`src/rtl/dmem_port_if.sv`:
```
// Word-addressed SRAM-style request/acknowledge bus between dmem_port and data memory.
// master = dmem_port side, slave = memory side.
interface dmem_port_if #(
  parameter int unsigned ADDR_W = 16
) ();
  logic              mem_req;
  logic              mem_we;
  logic [ADDR_W-1:0] mem_addr;
  logic [3:0]        mem_be;
  logic [31:0]       mem_wdata;
  logic [31:0]       mem_rdata;
  logic              mem_ack;

  modport master (
    output mem_req,
    output mem_we,
    output mem_addr,
    output mem_be,
    output mem_wdata,
    input  mem_rdata,
    input  mem_ack
  );

  modport slave (
    input  mem_req,
    input  mem_we,
    input  mem_addr,
    input  mem_be,
    input  mem_wdata,
    output mem_rdata,
    output mem_ack
  );
endinterface

```
`src/rtl/dmem_port.sv`:
```
// Core load/store responder: validates, lane-aligns and issues one bus access per request,
// then extends load data. Optional macro DMEM_SPLIT_EN splits word-crossing accesses in two.
module dmem_port #(
  parameter int unsigned ADDR_W  = 16,
  parameter int unsigned TIMEOUT = 15
) (
  input  logic        clk,
  input  logic        rst,
  input  logic        dmem_read,
  input  logic        dmem_write,
  input  logic [2:0]  funct3,
  input  logic [31:0] addr,
  input  logic [31:0] wdata,
  output logic        busy,
  output logic [31:0] rdata,
  output logic        rdata_valid,
  output logic        fault,
  dmem_port_if.master bus
);

  localparam int unsigned CntW = $clog2(TIMEOUT + 1);

`ifdef DMEM_SPLIT_EN
  typedef enum logic [1:0] {StIdle, StAccess, StDone, StAccess2} state_e;
`else
  typedef enum logic [1:0] {StIdle, StAccess, StDone} state_e;
`endif

  state_e            state_q, state_d;
  logic              mem_req_q, mem_req_d;
  logic              mem_we_q, mem_we_d;
  logic [ADDR_W-1:0] mem_addr_q, mem_addr_d;
  logic [3:0]        mem_be_q, mem_be_d;
  logic [31:0]       mem_wdata_q, mem_wdata_d;
  logic              load_q, load_d;
  logic              uns_q, uns_d;
  logic [1:0]        size_q, size_d;
  logic [1:0]        off_q, off_d;
  logic [CntW-1:0]   cnt_q, cnt_d;
  logic [31:0]       rdata_q, rdata_d;
  logic              fault_q, fault_d;
`ifdef DMEM_SPLIT_EN
  logic              split_q, split_d;
  logic [3:0]        be2_q, be2_d;
  logic [31:0]       wdata2_q, wdata2_d;
  logic [31:0]       buf_q, buf_d;
  logic              crossing;
`endif

  logic        req, is_store, illegal, misal, bad, in_access;
  logic [1:0]  size, off;
  logic [3:0]  mask;
  logic [31:0] data_repl, data_lane, ld_word;
  logic        unused_addr_hi;

  assign unused_addr_hi = ^addr[31:ADDR_W+2];

  function automatic logic [31:0] extend(input logic [31:0] d, input logic [1:0] sz,
                                         input logic uns);
    logic [31:0] r;
    case (sz)
      2'b00:   r = {{24{d[7] & ~uns}}, d[7:0]};
      2'b01:   r = {{16{d[15] & ~uns}}, d[15:0]};
      default: r = d;
    endcase
    return r;
  endfunction

  // Request decode and validation, all in the request cycle.
  always_comb begin
    req      = dmem_read | dmem_write;
    is_store = dmem_write;
    size     = funct3[1:0];
    off      = addr[1:0];
    illegal  = (size == 2'b11) | (is_store & funct3[2]);
    misal    = ((size == 2'b01) & off[0]) | ((size == 2'b10) & (off != 2'b00));
    case (size)
      2'b00:   mask = 4'b0001;
      2'b01:   mask = 4'b0011;
      default: mask = 4'b1111;
    endcase
    case (size)
      2'b00:   data_repl = {4{wdata[7:0]}};
      2'b01:   data_repl = {2{wdata[15:0]}};
      default: data_repl = wdata;
    endcase
`ifdef DMEM_SPLIT_EN
    crossing  = ((size == 2'b01) & (off == 2'b11)) | ((size == 2'b10) & (off != 2'b00));
    bad       = illegal;
    data_lane = misal ? (wdata << {off, 3'b000}) : data_repl;
`else
    bad       = illegal | misal;
    data_lane = data_repl;
`endif
  end

  always_comb begin
    in_access = (state_q == StAccess);
`ifdef DMEM_SPLIT_EN
    in_access = in_access | (state_q == StAccess2);
`endif
    busy = ~rst & (((state_q == StIdle) & req) | in_access);
  end

  always_comb begin
    state_d     = state_q;
    mem_req_d   = mem_req_q;
    mem_we_d    = mem_we_q;
    mem_addr_d  = mem_addr_q;
    mem_be_d    = mem_be_q;
    mem_wdata_d = mem_wdata_q;
    load_d      = load_q;
    uns_d       = uns_q;
    size_d      = size_q;
    off_d       = off_q;
    cnt_d       = cnt_q;
    rdata_d     = rdata_q;
    fault_d     = 1'b0;
`ifdef DMEM_SPLIT_EN
    split_d     = split_q;
    be2_d       = be2_q;
    wdata2_d    = wdata2_q;
    buf_d       = buf_q;
    ld_word     = split_q ? 32'({bus.mem_rdata, buf_q} >> {off_q, 3'b000})
                          : (bus.mem_rdata >> {off_q, 3'b000});
`else
    ld_word     = bus.mem_rdata >> {off_q, 3'b000};
`endif

    unique case (state_q)
      StIdle: begin
        if (req) begin
          if (bad) begin
            fault_d = 1'b1;
          end else begin
            state_d     = StAccess;
            mem_req_d   = 1'b1;
            mem_we_d    = is_store;
            mem_addr_d  = addr[ADDR_W+1:2];
            mem_be_d    = mask << off;
            mem_wdata_d = data_lane;
            load_d      = ~is_store;
            uns_d       = funct3[2];
            size_d      = size;
            off_d       = off;
            cnt_d       = '0;
`ifdef DMEM_SPLIT_EN
            split_d     = crossing;
            be2_d       = mask >> (3'd4 - {1'b0, off});
            wdata2_d    = wdata >> (6'd32 - {1'b0, off, 3'b000});
`endif
          end
        end
      end
      StAccess: begin
        if (bus.mem_ack) begin
`ifdef DMEM_SPLIT_EN
          if (split_q) begin
            // First half done: keep mem_req high and move to the following word.
            state_d     = StAccess2;
            buf_d       = bus.mem_rdata;
            mem_addr_d  = mem_addr_q + ADDR_W'(1);
            mem_be_d    = be2_q;
            mem_wdata_d = wdata2_q;
            cnt_d       = '0;
          end else begin
            state_d   = StDone;
            mem_req_d = 1'b0;
            if (load_q) rdata_d = extend(ld_word, size_q, uns_q);
          end
`else
          state_d   = StDone;
          mem_req_d = 1'b0;
          if (load_q) rdata_d = extend(ld_word, size_q, uns_q);
`endif
        end else begin
          cnt_d = cnt_q + CntW'(1);
          if (cnt_d == CntW'(TIMEOUT)) begin
            state_d   = StIdle;
            mem_req_d = 1'b0;
            fault_d   = 1'b1;
          end
        end
      end
`ifdef DMEM_SPLIT_EN
      StAccess2: begin
        if (bus.mem_ack) begin
          state_d   = StDone;
          mem_req_d = 1'b0;
          if (load_q) rdata_d = extend(ld_word, size_q, uns_q);
        end else begin
          cnt_d = cnt_q + CntW'(1);
          if (cnt_d == CntW'(TIMEOUT)) begin
            state_d   = StIdle;
            mem_req_d = 1'b0;
            fault_d   = 1'b1;
          end
        end
      end
`endif
      StDone: begin
        // Requests seen here are dropped; the core re-presents them once the stall is released.
        state_d = StIdle;
      end
      default: begin
        state_d   = StIdle;
        mem_req_d = 1'b0;
      end
    endcase
  end

  always_ff @(posedge clk) begin
    if (rst) begin
      state_q     <= StIdle;
      mem_req_q   <= 1'b0;
      mem_we_q    <= 1'b0;
      mem_addr_q  <= '0;
      mem_be_q    <= '0;
      mem_wdata_q <= '0;
      load_q      <= 1'b0;
      uns_q       <= 1'b0;
      size_q      <= '0;
      off_q       <= '0;
      cnt_q       <= '0;
      rdata_q     <= '0;
      fault_q     <= 1'b0;
`ifdef DMEM_SPLIT_EN
      split_q     <= 1'b0;
      be2_q       <= '0;
      wdata2_q    <= '0;
      buf_q       <= '0;
`endif
    end else begin
      state_q     <= state_d;
      mem_req_q   <= mem_req_d;
      mem_we_q    <= mem_we_d;
      mem_addr_q  <= mem_addr_d;
      mem_be_q    <= mem_be_d;
      mem_wdata_q <= mem_wdata_d;
      load_q      <= load_d;
      uns_q       <= uns_d;
      size_q      <= size_d;
      off_q       <= off_d;
      cnt_q       <= cnt_d;
      rdata_q     <= rdata_d;
      fault_q     <= fault_d;
`ifdef DMEM_SPLIT_EN
      split_q     <= split_d;
      be2_q       <= be2_d;
      wdata2_q    <= wdata2_d;
      buf_q       <= buf_d;
`endif
    end
  end

  assign rdata         = rdata_q;
  assign rdata_valid   = (state_q == StDone) & load_q;
  assign fault         = fault_q;
  assign bus.mem_req   = mem_req_q;
  assign bus.mem_we    = mem_we_q;
  assign bus.mem_addr  = mem_addr_q;
  assign bus.mem_be    = mem_be_q;
  assign bus.mem_wdata = mem_wdata_q;

endmodule

```
`src/flat_wrapper.sv`:
```
// flat-port wrapper written by rule: the top's interface ports become plain ports
module dmem_port_flat 
#(
  parameter int unsigned ADDR_W  = 16,
  parameter int unsigned TIMEOUT = 15
)
  (clk, rst, dmem_read, dmem_write, funct3, addr, wdata, busy, rdata, rdata_valid, fault, bus_mem_req, bus_mem_we, bus_mem_addr, bus_mem_be, bus_mem_wdata, bus_mem_rdata, bus_mem_ack);
  dmem_port_if #(.ADDR_W(ADDR_W)) bus_i ();
  input  logic clk;
  input  logic rst;
  input  logic dmem_read;
  input  logic dmem_write;
  input  logic [2:0] funct3;
  input  logic [31:0] addr;
  input  logic [31:0] wdata;
  output logic busy;
  output logic [31:0] rdata;
  output logic rdata_valid;
  output logic fault;
  output wire logic [$bits(bus_i.mem_req)-1:0] bus_mem_req;
  output wire logic [$bits(bus_i.mem_we)-1:0] bus_mem_we;
  output wire logic [$bits(bus_i.mem_addr)-1:0] bus_mem_addr;
  output wire logic [$bits(bus_i.mem_be)-1:0] bus_mem_be;
  output wire logic [$bits(bus_i.mem_wdata)-1:0] bus_mem_wdata;
  input wire logic [$bits(bus_i.mem_rdata)-1:0] bus_mem_rdata;
  input wire logic [$bits(bus_i.mem_ack)-1:0] bus_mem_ack;
  assign bus_mem_req = bus_i.mem_req;
  assign bus_mem_we = bus_i.mem_we;
  assign bus_mem_addr = bus_i.mem_addr;
  assign bus_mem_be = bus_i.mem_be;
  assign bus_mem_wdata = bus_i.mem_wdata;
  assign bus_i.mem_rdata = bus_mem_rdata;
  assign bus_i.mem_ack = bus_mem_ack;
  dmem_port #(.ADDR_W(ADDR_W), .TIMEOUT(TIMEOUT)) u_core (.clk(clk), .rst(rst), .dmem_read(dmem_read), .dmem_write(dmem_write), .funct3(funct3), .addr(addr), .wdata(wdata), .busy(busy), .rdata(rdata), .rdata_valid(rdata_valid), .fault(fault), .bus(bus_i));
endmodule
```
`config.mk`:
```
export PLATFORM = sky130hd
export DESIGN_NAME = dmem_port_flat
export DESIGN_NICKNAME = d
export VERILOG_FILES = /design/src/rtl/dmem_port_if.sv /design/src/rtl/dmem_port.sv /design/src/flat_wrapper.sv
export SDC_FILE = /design/constraint.sdc
export NUM_CORES = 1
export LEC_CHECK = 0
export CORE_ASPECT_RATIO = 0.6
export CORE_MARGIN = 4
export CORE_UTILIZATION = 46
export DETAILED_ROUTE_END_ITERATION = 12
export HOLD_SLACK_MARGIN = 0.08
export PLACE_DENSITY = 0.86
export SKIP_LAST_GASP = 1
export SYNTH_ARGS = -nofsm -noshare
export SYNTH_HDL_FRONTEND = slang
export SYNTH_SLANG_ARGS = --single-unit
export TNS_END_PERCENT = 50
```
`constraint.sdc`:
```
create_clock -name clk -period 3.6 [get_ports clk]
set_input_delay 0.54 -clock clk [delete_from_list [all_inputs] [get_ports clk]]
set_output_delay 0.54 -clock clk [all_outputs]
set_load 0.02 [all_outputs]
```
### Word level (Yosys, flattened, before mapping)

Cells that the tools add are included.

* bits in registers: 99
* word-level logic and storage cells: 77

* add/subtract/negate cells: 1
* equal/unequal tests: 11
* shift-type cells: 2
* multiplexer cells: 22
* bitwise gates (word level): 18
* reductions and logical operators: 10

Operators with widths (number)
* $pmux 32 s2: 2
* $shr 32x5->32: 1
* $pmux 4 s2: 2
* $mux 4: 3
* $reduce_and 3->1: 3
* $and 1x1->1: 8
* $mux 1: 8
* $mux 2: 4
* $reduce_and 4->1: 2
* $eq 2x1->1 const B: 3
* $eq 2x2->1 const B: 3
* $logic_not 2->1: 3
* $not 1->1: 5
* $or 1x1->1: 5
* $add 4x1->4 const B: 1
* $eq 4x4->1 const B: 1
* $ne 2x2->1 const B: 2
* $pmux 2 s2: 1
* $reduce_bool 2->1: 2
* $shl 4x2->4: 1
* $ne 3x3->1 const B: 1
* $pmux 1 s3: 1
* $ne 2x1->1 const B: 1
* $pmux 1 s2: 1

### Longest topological paths before layout

Gate-level depths: netlist of run 1.

* depth after elaboration: 7
* gate-level depth with buffers: 7
* gate-level depth less buffers: 5

### Worst setup path after synthesis of run 1

Ideal clock, no wire load.

* kind: in2out
* from: in rst
* to: out busy
* arrival: 1.324 ns
* data required time: 3.060 ns
* slack: 1.736 ns
* cell stages on the path: 4
* path buffers: 2
* path through: clkbuf_1 clkbuf_1 nor2_1 o31a_1

* cells in the longest elaborated chain, start to end: 2

Ends and longest elaborated chain
* start: declaration: RTL line flat_wrapper.sv:10 `input logic rst;`
* $not 1->1: RTL line dmem_port.sv:102 `busy = ~rst & (((state_q == StIdle) & req) | in_access);`
* $and 1x1->1: RTL line dmem_port.sv:102
* end: declaration: RTL line flat_wrapper.sv:16 `output logic busy;`

Every way passes these cells.

### Worst setup path in the final report of run 1

* from: in dmem_write
* to: out busy

* cells in the longest elaborated chain, start to end: 4

Ends and longest elaborated chain
* start: declaration: RTL line flat_wrapper.sv:12 `input logic dmem_write;`
* $or 1x1->1: RTL line dmem_port.sv:71 `req = dmem_read | dmem_write;`
* $and 1x1->1: RTL line dmem_port.sv:102
* $or 1x1->1: RTL line dmem_port.sv:102
* $and 1x1->1: RTL line dmem_port.sv:102

Every way passes these cells.

==> summary.txt, run 1 <==
fin crit share: 70.15%
maximum vdd drop: 0.0002796 V
cts repair resizes: 0
Worst path slowest cell: clkdlybuf4s50_1
distinct cell type count after synthesis: 45
most common cell after layout, fill and taps aside: clkdlybuf4s50_1
final hold violation count: 0
TritonCTS Buffers: 9
kind of critical path: in -> out
global placement routability congestion: 0.8536
post-synthesis async set-or-reset flop share: 0%
startpoint types: primary input
Area Overhead vs Synth: 47.19%
register cell area after layout: 1982 um^2
wire per inst: 17.18 um
Synth area leaders: dfxtp_1 45%, nand2_1 9.2%, mux2i_1 7.4%, a21oi_1 7.3%, a221o_1 3.6%
combinational family with the most area after synthesis: compound AO/OA/AOI/OAI gates
worst-case clock buffer depth: 2
reg-to-reg startpoint: u_core.state_q[0]
sequential share of the synthesized area: 44.68%
clock tree sinks: 99
Post-Route WL: 13.77 mm
post-synthesis cell area: 4436 um^2
worst-path cell chain: clkdlybuf4s50_1, o31a_1, clkdlybuf4s50_1
number of remaining DRC errors: 0
hpwl dp: 10.07 mm
DIE AREA: 11330 um^2
DIE WIDTH: 134.8 um
final setup fails: 0
post-route ant nets: 0
area share of and/or/nand/nor cells after synthesis: 17.24%
post-synthesis adder-cell area fraction: 0.5642%
WP data arrival: 1.99 ns
crit-path max cell delay: 0.57 ns
I/O pin count: 193
worst slew pin tran: 0.9530 ns
pwr dens: 407.6 nW/um^2
Cells after Synth: 511
initial antenna violation count: 0
Synth Area in XOR/XNOR: 0%
H-tree depth: 3
Post-synth EDFFs: 0
CTS root buf: clkbuf_16
Layout Utilization: 70.28%
diode count: 0
fin area: 6529 um^2
net count after synthesis: 617
Die Ht: 84.06 um
standard-cell rows: 27
GRT Residual Overflow: 0
largest net degree at the start of global routing: 85
postcts setup bufs: 0
global-route wire length before repair: 22.11 mm
post-synthesis compound-gate area fraction: 22.37%
Worst EP required: 3.06 ns
headroom to the max-slew limit: 36.18%
worst hold path class: reg -> reg
Starting Density: 47.74%
layout net count: 773
Vias/cell: 5.492
largest fanout on the critical path: 6
Final min period: 2.526 ns
Fill cells: 698
cell family with most CP delay: buffers and inverters
post-synthesis mux area share: 10.07%
total power: 2.661 mW
worst skew pair latency: 0.35 ns
core area: 9290 um^2
Post-DP Area: 6245 um^2
fmax: 396.0 MHz
Bufs and invs on worst path: 2
yosys warns: 0
cts-stage hold buffer count: 0
Mean Syn Cell Area: 8.680 um^2
Yosys top cell by area: dfxtp_1
Post-Route Skew: 0.009306 ns
clk slew on worst S/H paths: 0.06 ns
Starting DRT DRC Count: 233
top-area cell type share of the netlist area: 44.68%
hold path depth: 2
GRT Total Usage: 24.15%
vias in the first global route: 4349
R2R Path End: u_core.rdata[26]
DR vias: 4399
status: complete, no violations
Final Max Slew Viols: 0
min-delay src: u_core.bus.mem_be[2]
area of the multi-input gates: 2228 um^2
worst setup margin: 1.074 ns
CP Capture Type: output pin
share of post-route cells with drive strength above 1: 6.259%
CTS tree: built
hold worst-path end: u_core.bus.mem_be[2]
Place WS: 0.8142 ns
setup repair after global routing missed its margin: false
# Max-Cap Violations: 0
Setup TNS: 0 ns
FF+latch count, synth: 99
reg2reg path depth: 4
R2R Setup Slk: 1.40 ns
most used cell along the critical path: clkdlybuf4s50_1
Primary FF master, synth: dfxtp_1
commonest cells after routing, fill and taps aside: 177 x clkdlybuf4s50_1, 109 x nand2_1, 99 x dfxtp_1
Initial DRT Pass Iterations: 5
leakage power: 2.321 nW
PortBufs: 178
==> per-stage QoR <==
stage	instances	hold WS, ns
final	801	0.4540
after global routing	801	0.4866
after global placement	786	0.4419
after CTS	801	0.4563
after detailed placement	786	0.4472
after floorplan	511	0.4600
==> cells in the mapped netlist (2+ instances only) <==
library cell,number
inv_1,3
nor2_1,34
o211ai_1,17
or3_1,2
a21oi_1,65
dfxtp_1,99
buf_2,21
buf_6,3
mux2_2,7
and3_1,2
a311oi_1,9
mux2i_1,33
buf_1,3
o2bb2ai_1,8
a221o_1,16
ha_1,2
nand3_1,3
o21ai_0,13
nor3_1,13
nor2b_1,3
nand2_1,109
a211oi_1,10
clkbuf_1,14
==> metal layers <==
metal | GRT usage [%] | wire length (um)
met5 | 0 | 0
met3 | 6.747 | 1185
met4 | 6.100 | 157
met1 | 31.98 | 5938
met2 | 38.91 | 6483
==> worst register-to-register path, stage by stage, from the launching register on <==
cell and delay [ns]:
dfxtp_1 0.48, nand4b_2 0.40, nor4b_4 0.65, and2b_1 0.40
a221o_1 0.21
==> state kept, by name, summed over array words and instances (netlist names) <==
signal                flops
u_core.bus.mem_wdata     32
u_core.rdata             32
u_core.bus.mem_addr      16
u_core.bus.mem_be         4
u_core.cnt_q              4
u_core.off_q              2
u_core.size_q             2
u_core.state_q            2
u_core.bus.mem_req        1
u_core.bus.mem_we         1
u_core.fault              1
u_core.load_q             1
u_core.uns_q              1
==> final cells by class <==
class / instances / share of cell area, %
flip-flops and latches: 99 / 30.36
inverters: 4 / 0.2300
clock buffers: 10 / 3.507
well taps: 130 / 2.491
multi-input cells: 366 / 34.13
repair buffers: 187 / 28.44
clock inverters: 5 / 0.8432
==> power breakdown <==
part | total, mW | internal, mW | switching, mW
sequential | 1.19 | 1.15 | 0.0357
combinational | 0.533 | 0.262 | 0.271
clock | 0.941 | 0.532 | 0.409
==> cell families after synthesis <==
| logic type | Yosys count |
|---|---|
| AOI/OAI and AO/OA | 146 |
| DFF | 99 |
| and+or+nand+nor | 176 |
| muxes | 42 |
| buffers and inverters | 46 |
| adders and majority gates | 2 |
==> how the worst max path moves through the flow <==
| stage | from | end | slack [ns] | cells after the start |
|---|---|---|---|---|
| after global routing | addr[0] | u_core.cnt_q[3] | 0.95 | 6 |
| final | dmem_write | busy | 1.07 | 3 |
| after detailed placement | addr[0] | u_core.bus.mem_wdata[6] | 0.81 | 6 |
| after CTS | dmem_write | busy | 1.08 | 3 |
| after global placement | addr[0] | u_core.off_q[1] | 0.92 | 6 |
| after floorplan | rst | busy | 1.74 | 4 |
No activity file was read; power rests on OpenSTA's default activity.
==> run 2, diff against run 1 <==
- CORE_UTILIZATION: 46 -> 38
- PLACE_DENSITY: 0.86 -> 0.76
- clock period: 3.6 -> 2.1 ns (I/O delays scaled with it)
==> run 2 against run 1 <==
Compared with the run above:
- sequential share of layout area is 0.67 points lower
- sequential power is 71% higher
- clock power is 76% higher
- sequential cell count stayed put
- critical path depth stayed put
- die area is 19% higher
- clock skew hardly changed
- critical path type is now reg -> out
==> summary.txt, run 2 (synthesized netlist as in run 1, its figures left out) <==
post-route ant nets: 0 (unchanged)
WP data arrival: 1.70 ns (was 1.99 ns)
# Max-Cap Violations: 0 (unchanged)
largest net degree at the start of global routing: 66 (was 85)
Fill cells: 1015 (was 698)
Post-DP Area: 6377 um^2 (was 6245 um^2)
status: complete, no violations (unchanged)
GRT Residual Overflow: 0 (unchanged)
fin crit share: 95.82%
core area: 11340 um^2 (was 9290 um^2)
final setup fails: 0 (unchanged)
cts repair resizes: 0 (unchanged)
worst slew pin tran: 0.6745 ns (was 0.9530 ns)
global-route wire length before repair: 22.75 mm (was 22.11 mm)
clock tree sinks: 99 (unchanged)
share of post-route cells with drive strength above 1: 7.760% (was 6.259%)
setup repair after global routing missed its margin: false (unchanged)
maximum vdd drop: 0.0004279 V (was 0.0002796 V)
CTS root buf: clkbuf_16 (unchanged)
worst-case clock buffer depth: 2 (unchanged)
CP Capture Type: output pin (unchanged)
worst setup margin: 0.08771 ns (was 1.074 ns)
final hold violation count: 0 (unchanged)
cts-stage hold buffer count: 0 (unchanged)
Starting DRT DRC Count: 283 (was 233)
largest fanout on the critical path: 8 (was 6)
register cell area after layout: 1982 um^2 (unchanged)
Final Non-Filler Cells: 844 (was 801)
commonest cells after routing, fill and taps aside: 177 x clkdlybuf4s50_1, 109 x nand2_1, 99 x dfxtp_1 (unchanged)
global placement routability congestion: 0.8778 (was 0.8536)
vias in the first global route: 4380 (was 4349)
GRT Total Usage: 20.80% (was 24.15%)
Post-Route WL: 14.07 mm (was 13.77 mm)
DIE WIDTH: 147.5 um (was 134.8 um)
Final min period: 2.012 ns
Starting Density: 39.13% (was 47.74%)
hpwl dp: 10.55 mm (was 10.07 mm)
CTS tree: built (unchanged)
DR vias: 4448 (was 4399)
most common cell after layout, fill and taps aside: clkdlybuf4s50_1 (unchanged)
Area Overhead vs Synth: 50.49% (was 47.19%)
I/O pin count: 193 (unchanged)
kind of critical path: reg -> out (was in -> out)
Place WS: -0.003098 ns (was 0.8142 ns)
leakage power: 2.383 nW (was 2.321 nW)
Initial DRT Pass Iterations: 5 (unchanged)
initial antenna violation count: 1 (was 0)
PortBufs: 178 (unchanged)
DIE AREA: 13520 um^2 (was 11330 um^2)
worst skew pair latency: 0.34 ns (was 0.35 ns)
worst hold path class: in -> reg (was reg -> reg)
Die Ht: 91.69 um (was 84.06 um)
startpoint types: flip-flop (was primary input)
dpl cells: 827 (was 786)
headroom to the max-slew limit: 55.04% (was 36.18%)
wire per inst: 16.67 um (was 17.18 um)
Final Max Slew Viols: 0 (unchanged)
H-tree depth: 3 (unchanged)
pwr dens: 694.2 nW/um^2 (was 407.6 nW/um^2)
Setup TNS: 0 ns (unchanged)
fmax: 496.9 MHz
Post-Route Skew: 0.008809 ns (was 0.009306 ns)
minimum hold slack: 0.3352 ns (was 0.4540 ns)
postcts setup bufs: 0 (unchanged)
area of the multi-input gates: 2228 um^2 (unchanged)
number of remaining DRC errors: 0 (unchanged)
layout net count: 784 (was 773)
standard-cell rows: 30 (was 27)
Worst EP required: 1.78 ns (was 3.06 ns)
Vias/cell: 5.270 (was 5.492)
clk slew on worst S/H paths: 0.07 ns (was 0.06 ns)
fin area: 6675 um^2 (was 6529 um^2)
TritonCTS Buffers: 9 (unchanged)
==> run 2: critical path: stages, from the launching register on <==
cell and delay [ns]:
dfxtp_1 0.37, nor2_1 0.20, o31a_1 0.16, clkdlybuf4s50_1 0.62
==> run 2: power breakdown <==
part,internal [mW],switching [mW],total [mW]
sequential,1.97,0.0611,2.03
combinational,0.466,0.472,0.938
clock,0.932,0.732,1.66
==> run 2: layout make-up <==
cell class / instances / area share, %
Antenna cell: 1 / 0.03749
Clock buffer: 11 / 3.486
Clock inverter: 5 / 0.9372
Inverter: 4 / 0.2249
Multi-Input combinational cell: 366 / 33.38
Sequential cell: 99 / 29.69
Tap cell: 160 / 2.999
Timing Repair Buffer: 198 / 29.24
==> run 2: path summary, 6_finish.rpt <==
check | slack [ns] | from | end | cells after the start
worst max-delay path | 0.09 | u_core.state_q[1] | busy | 3
worst max register to register | 0.32 | u_core.off_q[0] | u_core.rdata[10] | 5
worst min register to register | 0.46 | u_core.bus.mem_wdata[5] | u_core.bus.mem_wdata[5] | 2
worst min-delay path | 0.34 | rst | u_core.state_q[1] | 3
==> run 2: metrics by stage <==
stage	total power [mW]	utilization, %
floorplan	2.534	-
detailed placement	3.010	56.26
CTS	4.688	58.86
finish	4.634	58.89
global placement	2.989	56.26
global route	4.860	58.89
==> run 2: metal layers <==
layer	wire length (um)	global-route usage (%)
met1	6302	27.45
met2	6337	32.85
met3	1181	7.160
met4	248	5.194
met5	0	0
==> run 3, diff against run 2 <==
- CTS_CLUSTER_SIZE: default -> 30
==> results of run 3 <==
Final layout, timing and power as in run 2 (identical DEF).
